[config.mk]
export PLATFORM = sky130hd
export DESIGN_NAME = apb_master
export DESIGN_NICKNAME = d
export VERILOG_FILES = /design/src/rtl/apb_pkg.sv /design/src/rtl/apb_master.sv
export SDC_FILE = /design/constraint.sdc
export NUM_CORES = 1
export LEC_CHECK = 0
export ABC_AREA = 1
export CORE_AREA = 2 2 102 104
export CTS_BUF_LIST = sky130_fd_sc_hd__clkbuf_16
export DETAILED_ROUTE_END_ITERATION = 7
export DIE_AREA = 0 0 104 106
export GPL_TIMING_DRIVEN = 0
export PLACE_DENSITY = 0.81
export SYNTH_ARGS = -nofsm -noshare
export SYNTH_HDL_FRONTEND = slang
export SYNTH_SLANG_ARGS = --single-unit
[constraint.sdc]
create_clock -name clk -period 3.2 [get_ports clk]
set_input_delay 0.48 -clock clk [delete_from_list [all_inputs] [get_ports clk]]
set_output_delay 0.48 -clock clk [all_outputs]
set_load 0.02 [all_outputs]
[src/rtl/apb_pkg.sv]
// Shared definitions for the APB master.
//   apb_mst_state_e : master FSM state encoding
//   apb_cmd_t       : registered command control fields
//   apb_rsp_t       : registered response status fields
//   AlignMask       : address bits that must be zero for a word access
package apb_pkg;

    typedef enum logic [1:0] {
        StIdle,
        StSetup,
        StAccess,
        StResp
    } apb_mst_state_e;

    typedef struct packed {
        logic write;
    } apb_cmd_t;

    typedef struct packed {
        logic err;
        logic timeout;
    } apb_rsp_t;

    localparam logic [1:0] AlignMask = 2'b11;

    function automatic logic is_misaligned(input logic [1:0] addr_lsbs);
        return |(addr_lsbs & AlignMask);
    endfunction

endpackage

[src/rtl/apb_master.sv]
// APB master: converts one command (valid/ready) into a single APB transfer and
// returns one response (valid/ready). Misaligned commands are answered with an
// error and never reach the bus; a stalled ACCESS phase is aborted after
// TIMEOUT_CYC cycles.
//
// Ports
//   clk, reset_n                 clock, asynchronous active-low reset
//   cmd_valid_i / cmd_ready_o    command handshake
//   cmd_write_i, cmd_addr_i,
//   cmd_wdata_i, cmd_strb_i      command fields
//   rsp_valid_o / rsp_ready_i    response handshake
//   rsp_rdata_o, rsp_err_o,
//   rsp_timeout_o                response fields
//   psel_o, penable_o, pwrite_o,
//   paddr_o, pwdata_o, pstrb_o   APB request
//   prdata_i, pready_i, pslverr_i APB completion
module apb_master #(
    parameter int unsigned ADDR_W      = 12,
    parameter int unsigned DATA_W      = 32,
    parameter int unsigned TIMEOUT_CYC = 16   // 2..255
) (
    input  logic                clk,
    input  logic                reset_n,

    input  logic                cmd_valid_i,
    output logic                cmd_ready_o,
    input  logic                cmd_write_i,
    input  logic [ADDR_W-1:0]   cmd_addr_i,
    input  logic [DATA_W-1:0]   cmd_wdata_i,
    input  logic [DATA_W/8-1:0] cmd_strb_i,

    output logic                rsp_valid_o,
    input  logic                rsp_ready_i,
    output logic [DATA_W-1:0]   rsp_rdata_o,
    output logic                rsp_err_o,
    output logic                rsp_timeout_o,

    output logic                psel_o,
    output logic                penable_o,
    output logic                pwrite_o,
    output logic [ADDR_W-1:0]   paddr_o,
    output logic [DATA_W-1:0]   pwdata_o,
    output logic [DATA_W/8-1:0] pstrb_o,
    input  logic [DATA_W-1:0]   prdata_i,
    input  logic                pready_i,
    input  logic                pslverr_i
);

    import apb_pkg::*;

    localparam logic [7:0] TimeoutLast = 8'(TIMEOUT_CYC - 1);

    apb_mst_state_e      state_q, state_d;
    apb_cmd_t            cmd_q, cmd_d;
    apb_rsp_t            rsp_q, rsp_d;
    logic [7:0]          wait_q, wait_d;
    logic                ready_q, ready_d;
    logic [ADDR_W-1:0]   paddr_q, paddr_d;
    logic [DATA_W-1:0]   pwdata_q, pwdata_d;
    logic [DATA_W/8-1:0] pstrb_q, pstrb_d;
    logic [DATA_W-1:0]   rdata_q, rdata_d;
    logic                accept;

    assign accept = cmd_valid_i & ready_q;

    always_comb begin
        state_d  = state_q;
        cmd_d    = cmd_q;
        rsp_d    = rsp_q;
        wait_d   = wait_q;
        paddr_d  = paddr_q;
        pwdata_d = pwdata_q;
        pstrb_d  = pstrb_q;
        rdata_d  = rdata_q;

        case (state_q)
            StIdle: begin
                if (accept) begin
                    if (is_misaligned(cmd_addr_i[1:0])) begin
                        // Answer directly; APB outputs keep their previous values.
                        state_d = StResp;
                        rsp_d   = '{err: 1'b1, timeout: 1'b0};
                        rdata_d = '0;
                    end else begin
                        state_d     = StSetup;
                        wait_d      = '0;
                        cmd_d.write = cmd_write_i;
                        paddr_d     = cmd_addr_i;
                        pwdata_d    = cmd_wdata_i;
                        pstrb_d     = cmd_write_i ? cmd_strb_i : '0;
                    end
                end
            end
            StSetup: begin
                state_d = StAccess;
            end
            StAccess: begin
                if (pready_i) begin
                    state_d = StResp;
                    rsp_d   = '{err: pslverr_i, timeout: 1'b0};
                    rdata_d = (!cmd_q.write && !pslverr_i) ? prdata_i : '0;
                end else if (wait_q == TimeoutLast) begin
                    state_d = StResp;
                    rsp_d   = '{err: 1'b1, timeout: 1'b1};
                    rdata_d = '0;
                end else begin
                    wait_d = wait_q + 8'd1;
                end
            end
            StResp: begin
                if (rsp_ready_i) begin
                    state_d = StIdle;
                end
            end
            default: begin
                state_d = StIdle;
            end
        endcase

        // Registered so that cmd_ready_o is 0 while reset is asserted.
        ready_d = (state_d == StIdle);
    end

    always_ff @(posedge clk or negedge reset_n) begin
        if (!reset_n) begin
            state_q  <= StIdle;
            cmd_q    <= '0;
            rsp_q    <= '0;
            wait_q   <= '0;
            ready_q  <= 1'b0;
            paddr_q  <= '0;
            pwdata_q <= '0;
            pstrb_q  <= '0;
            rdata_q  <= '0;
        end else begin
            state_q  <= state_d;
            cmd_q    <= cmd_d;
            rsp_q    <= rsp_d;
            wait_q   <= wait_d;
            ready_q  <= ready_d;
            paddr_q  <= paddr_d;
            pwdata_q <= pwdata_d;
            pstrb_q  <= pstrb_d;
            rdata_q  <= rdata_d;
        end
    end

    assign cmd_ready_o   = ready_q;
    assign psel_o        = (state_q == StSetup) || (state_q == StAccess);
    assign penable_o     = (state_q == StAccess);
    assign pwrite_o      = cmd_q.write;
    assign paddr_o       = paddr_q;
    assign pwdata_o      = pwdata_q;
    assign pstrb_o       = pstrb_q;
    assign rsp_valid_o   = (state_q == StResp);
    assign rsp_rdata_o   = rdata_q;
    assign rsp_err_o     = rsp_q.err;
    assign rsp_timeout_o = rsp_q.timeout;

endmodule

==> impl_metrics.py <==
metrics = {
    "timing": {
        "clock-skew-final_ns": 0.008371,
        "max-slew-margin-rel": 0.5969,
        "slew_viol_final": 0,
        "fmax_ghz": 0.4427,
        "fin_crit_ns": 2.259,
        "setup_viol": 0,
        "fin_crit_sh": 0.7058,
        "hold_violations": 0,
        "fin_ws_ns": 0.9413,
        "worst_pin_slew_ns": 0.6047,
        "whs_ns": 0.1495,
        "rsz0062_at_grt": "false",
    },
    "finish": {
        "mostFrequentLayoutCell": "nand2_1",
        "area_delta_synth_final_pct": 50.10,
        "diodes": 0,
        "nNetsFinal": 820,
        "mostFrequentLayoutCells": "nand2_1 (231), clkdlybuf4s50_1 (172), dfrtp_1 (94)",
        "final_layout_size_suffix_gt1_frac": 0.07923,
    },
    "synthesis": {
        "ys_types": 26,
        "yosys_warnings": 0,
        "ys_ff_latch": 94,
        "yosysSeqAreaShare": 0.5373,
        "synth_top_area_frac": 0.5373,
        "netlist_area_mm2": 0.004378,
        "syn_nets": 635,
        "synth_area_leaders": "dfrtp_1 (54%), nand2_1 (20%), nand4_1 (4.9%), nor2_1 (4.2%), inv_1 (3.9%)",
        "postSynthCellCount": 542,
        "synth_area_leader_cell": "dfrtp_1",
        "synth.avg_cell_area_um2": 8.077,
    },
    "cts": {
        "clkLatencyLatePin_ns": 0.34,
        "cts_htree_levels": 3,
        "cts_hold_buffers": 0,
        "cts_setup_buffers": 0,
        "cts_buffers": 9,
        "cts_buffer_depth": 2,
        "cts.clk_slew.worst_paths_ns": 0.06,
        "cts-root-buf": "clkbuf_16",
        "cts.sinks": 94,
        "post_cts_resized": 0,
        "cts_tree": "yes",
    },
    "drt": {
        "viasPerCell": 4.751,
        "drc": 0,
        "ant_nets": 0,
        "drtPass1Iterations": 5,
        "finalWirelength_mm": 11.53,
        "num_vias": 4124,
        "wl_per_cell_um": 13.28,
        "drt_iter0_drc": 257,
    },
    "critical_path": {
        "worst-path-buf-inv": 2,
        "start_kind": "register",
        "crit_family": "buffers and inverters",
        "criticalPathCategory": "register to output pin",
        "cp.arrival_ns": 1.78,
        "cp.required_ns": 2.72,
        "slowest_delay_ns": 0.65,
        "end_kind": "output pin",
        "crit-reg2reg-launch": "state_q[0]",
        "crit_chain": "inv_1 > ha_1 > clkdlybuf4s50_1",
        "cp_slowest_cell": "clkdlybuf4s50_1",
        "crit_start": "state_q[0]",
        "cp_max_fo": 6,
    },
    "placed_design": {
        "place_congestion": 0.8487,
        "port_buffers": 173,
        "hpwl_mm": 8.711,
        "dp_slack_ns": 1.034,
    },
    "global_route": {
        "use_met1": 0.2580,
        "grt_pass1_vias": 4161,
        "grt.total_usage": 0.2181,
        "antenna_found_initial": 0,
        "use_met3": 0.08032,
        "grt_overflow": 0,
        "grt_max_degree": 51,
        "met2_usage": 0.3647,
        "grt_pass1_wl_mm": 19.55,
        "top_usage_layer": "met2",
    },
    "die": {
        "core_area_mm2": 0.01000,
        "row_count": 37,
        "fp.dieArea_mm2": 0.01102,
        "die_x_um": 104,
        "die_h_um": 106,
        "start_util": 0.4378,
        "ios": 174,
    },
    "power": {
        "ir_drop_mv": 0.4324,
        "finalPower_uw": 5363,
        "p_per_area_mw_per_mm2": 816.1,
        "p_leak_uw": 0.003352,
    },
    "hold_path": {
        "hold_path.class": "primary input to asynchronous set/reset pin",
    },
    "run_status": {
        "status": "completed",
    },
    "run": {
        "max-cap-violations": 0,
    },
}
cell usage after synthesis, drive strengths merged:
library cell	instances
ha	6
buf	19
o21ai	8
clkinv	1
clkbuf	8
inv	47
nand2	243
or2	2
nor2	54
nand3b	2
a21oi	4
nor3	3
nand3	15
nand4	34
xor2	2
dfrtp	94
cell type report:
| type | instances | area, µm² |
|---|---|---|
| buffer | 27 | 170.2 |
| clock inverter | 7 | 41.29 |
| fill | 813 | 3428 |
| inverter | 48 | 181.4 |
| timing repair buffer | 174 | 1757 |
| clock buffer | 9 | 225.2 |
| multi-input combinational | 373 | 1674 |
| tap | 136 | 170.2 |
| sequential | 94 | 2352 |
registers in the layout, indices dropped and copies added (netlist names):
register       cells
cmd_ready_o        1
paddr_o           12
pstrb_o            4
pwdata_o          32
pwrite_o           1
rsp_err_o          1
rsp_rdata_o       32
rsp_timeout_o      1
state_q            2
wait_q             8
worst paths after layout:
check                           slack, ns  cells past startpoint               to
worst max-delay path                 0.94                      3        penable_o
worst min-delay path                 0.15                      1   rsp_rdata_o[8]
worst max register to register       1.28                     10   rsp_rdata_o[5]
worst min register to register       0.47                      2  rsp_rdata_o[18]
max in group asynchronous            2.40                      2      pwdata_o[8]
min in group clk                     0.47                      2  rsp_rdata_o[18]
metal layers:
layer	routed length [µm]	up-vias
met3	1093	19
li1	-	2042
met2	5378	167
met5	0	-
met4	215	0
met1	4840	1896
power breakdown:
part	internal, µW	total (µW)	switching (µW)	leakage (µW)
logic	1120	2600	1490	0.00194
registers	1560	1790	233	0.00127
clock network	523	966	443	0.000138
kinds of logic after synthesis:
kind of cell             after synthesis  synth area share
flip-flops                            94            0.5373
XOR/XNOR                               2          0.004002
AO/OA/AOI/OAI                         12           0.01629
adder cells (fa/ha/maj)                6           0.01715
buffers and inverters                 75           0.08031
AND/OR/NAND/NOR                      353            0.3450
stage by stage:
step,setup TNS (ns),util,std cells,cell area [µm²]
after floorplan,0,-,542,4378
after global placement,-170.22,0.6280,851,6280
after detailed placement,0,0.6305,852,6305
after CTS,0,0.6572,868,6571
after global routing,0,0.6572,868,6571
final,0,0.6572,868,6571
No activity file was read; power rests on OpenSTA's default activity.
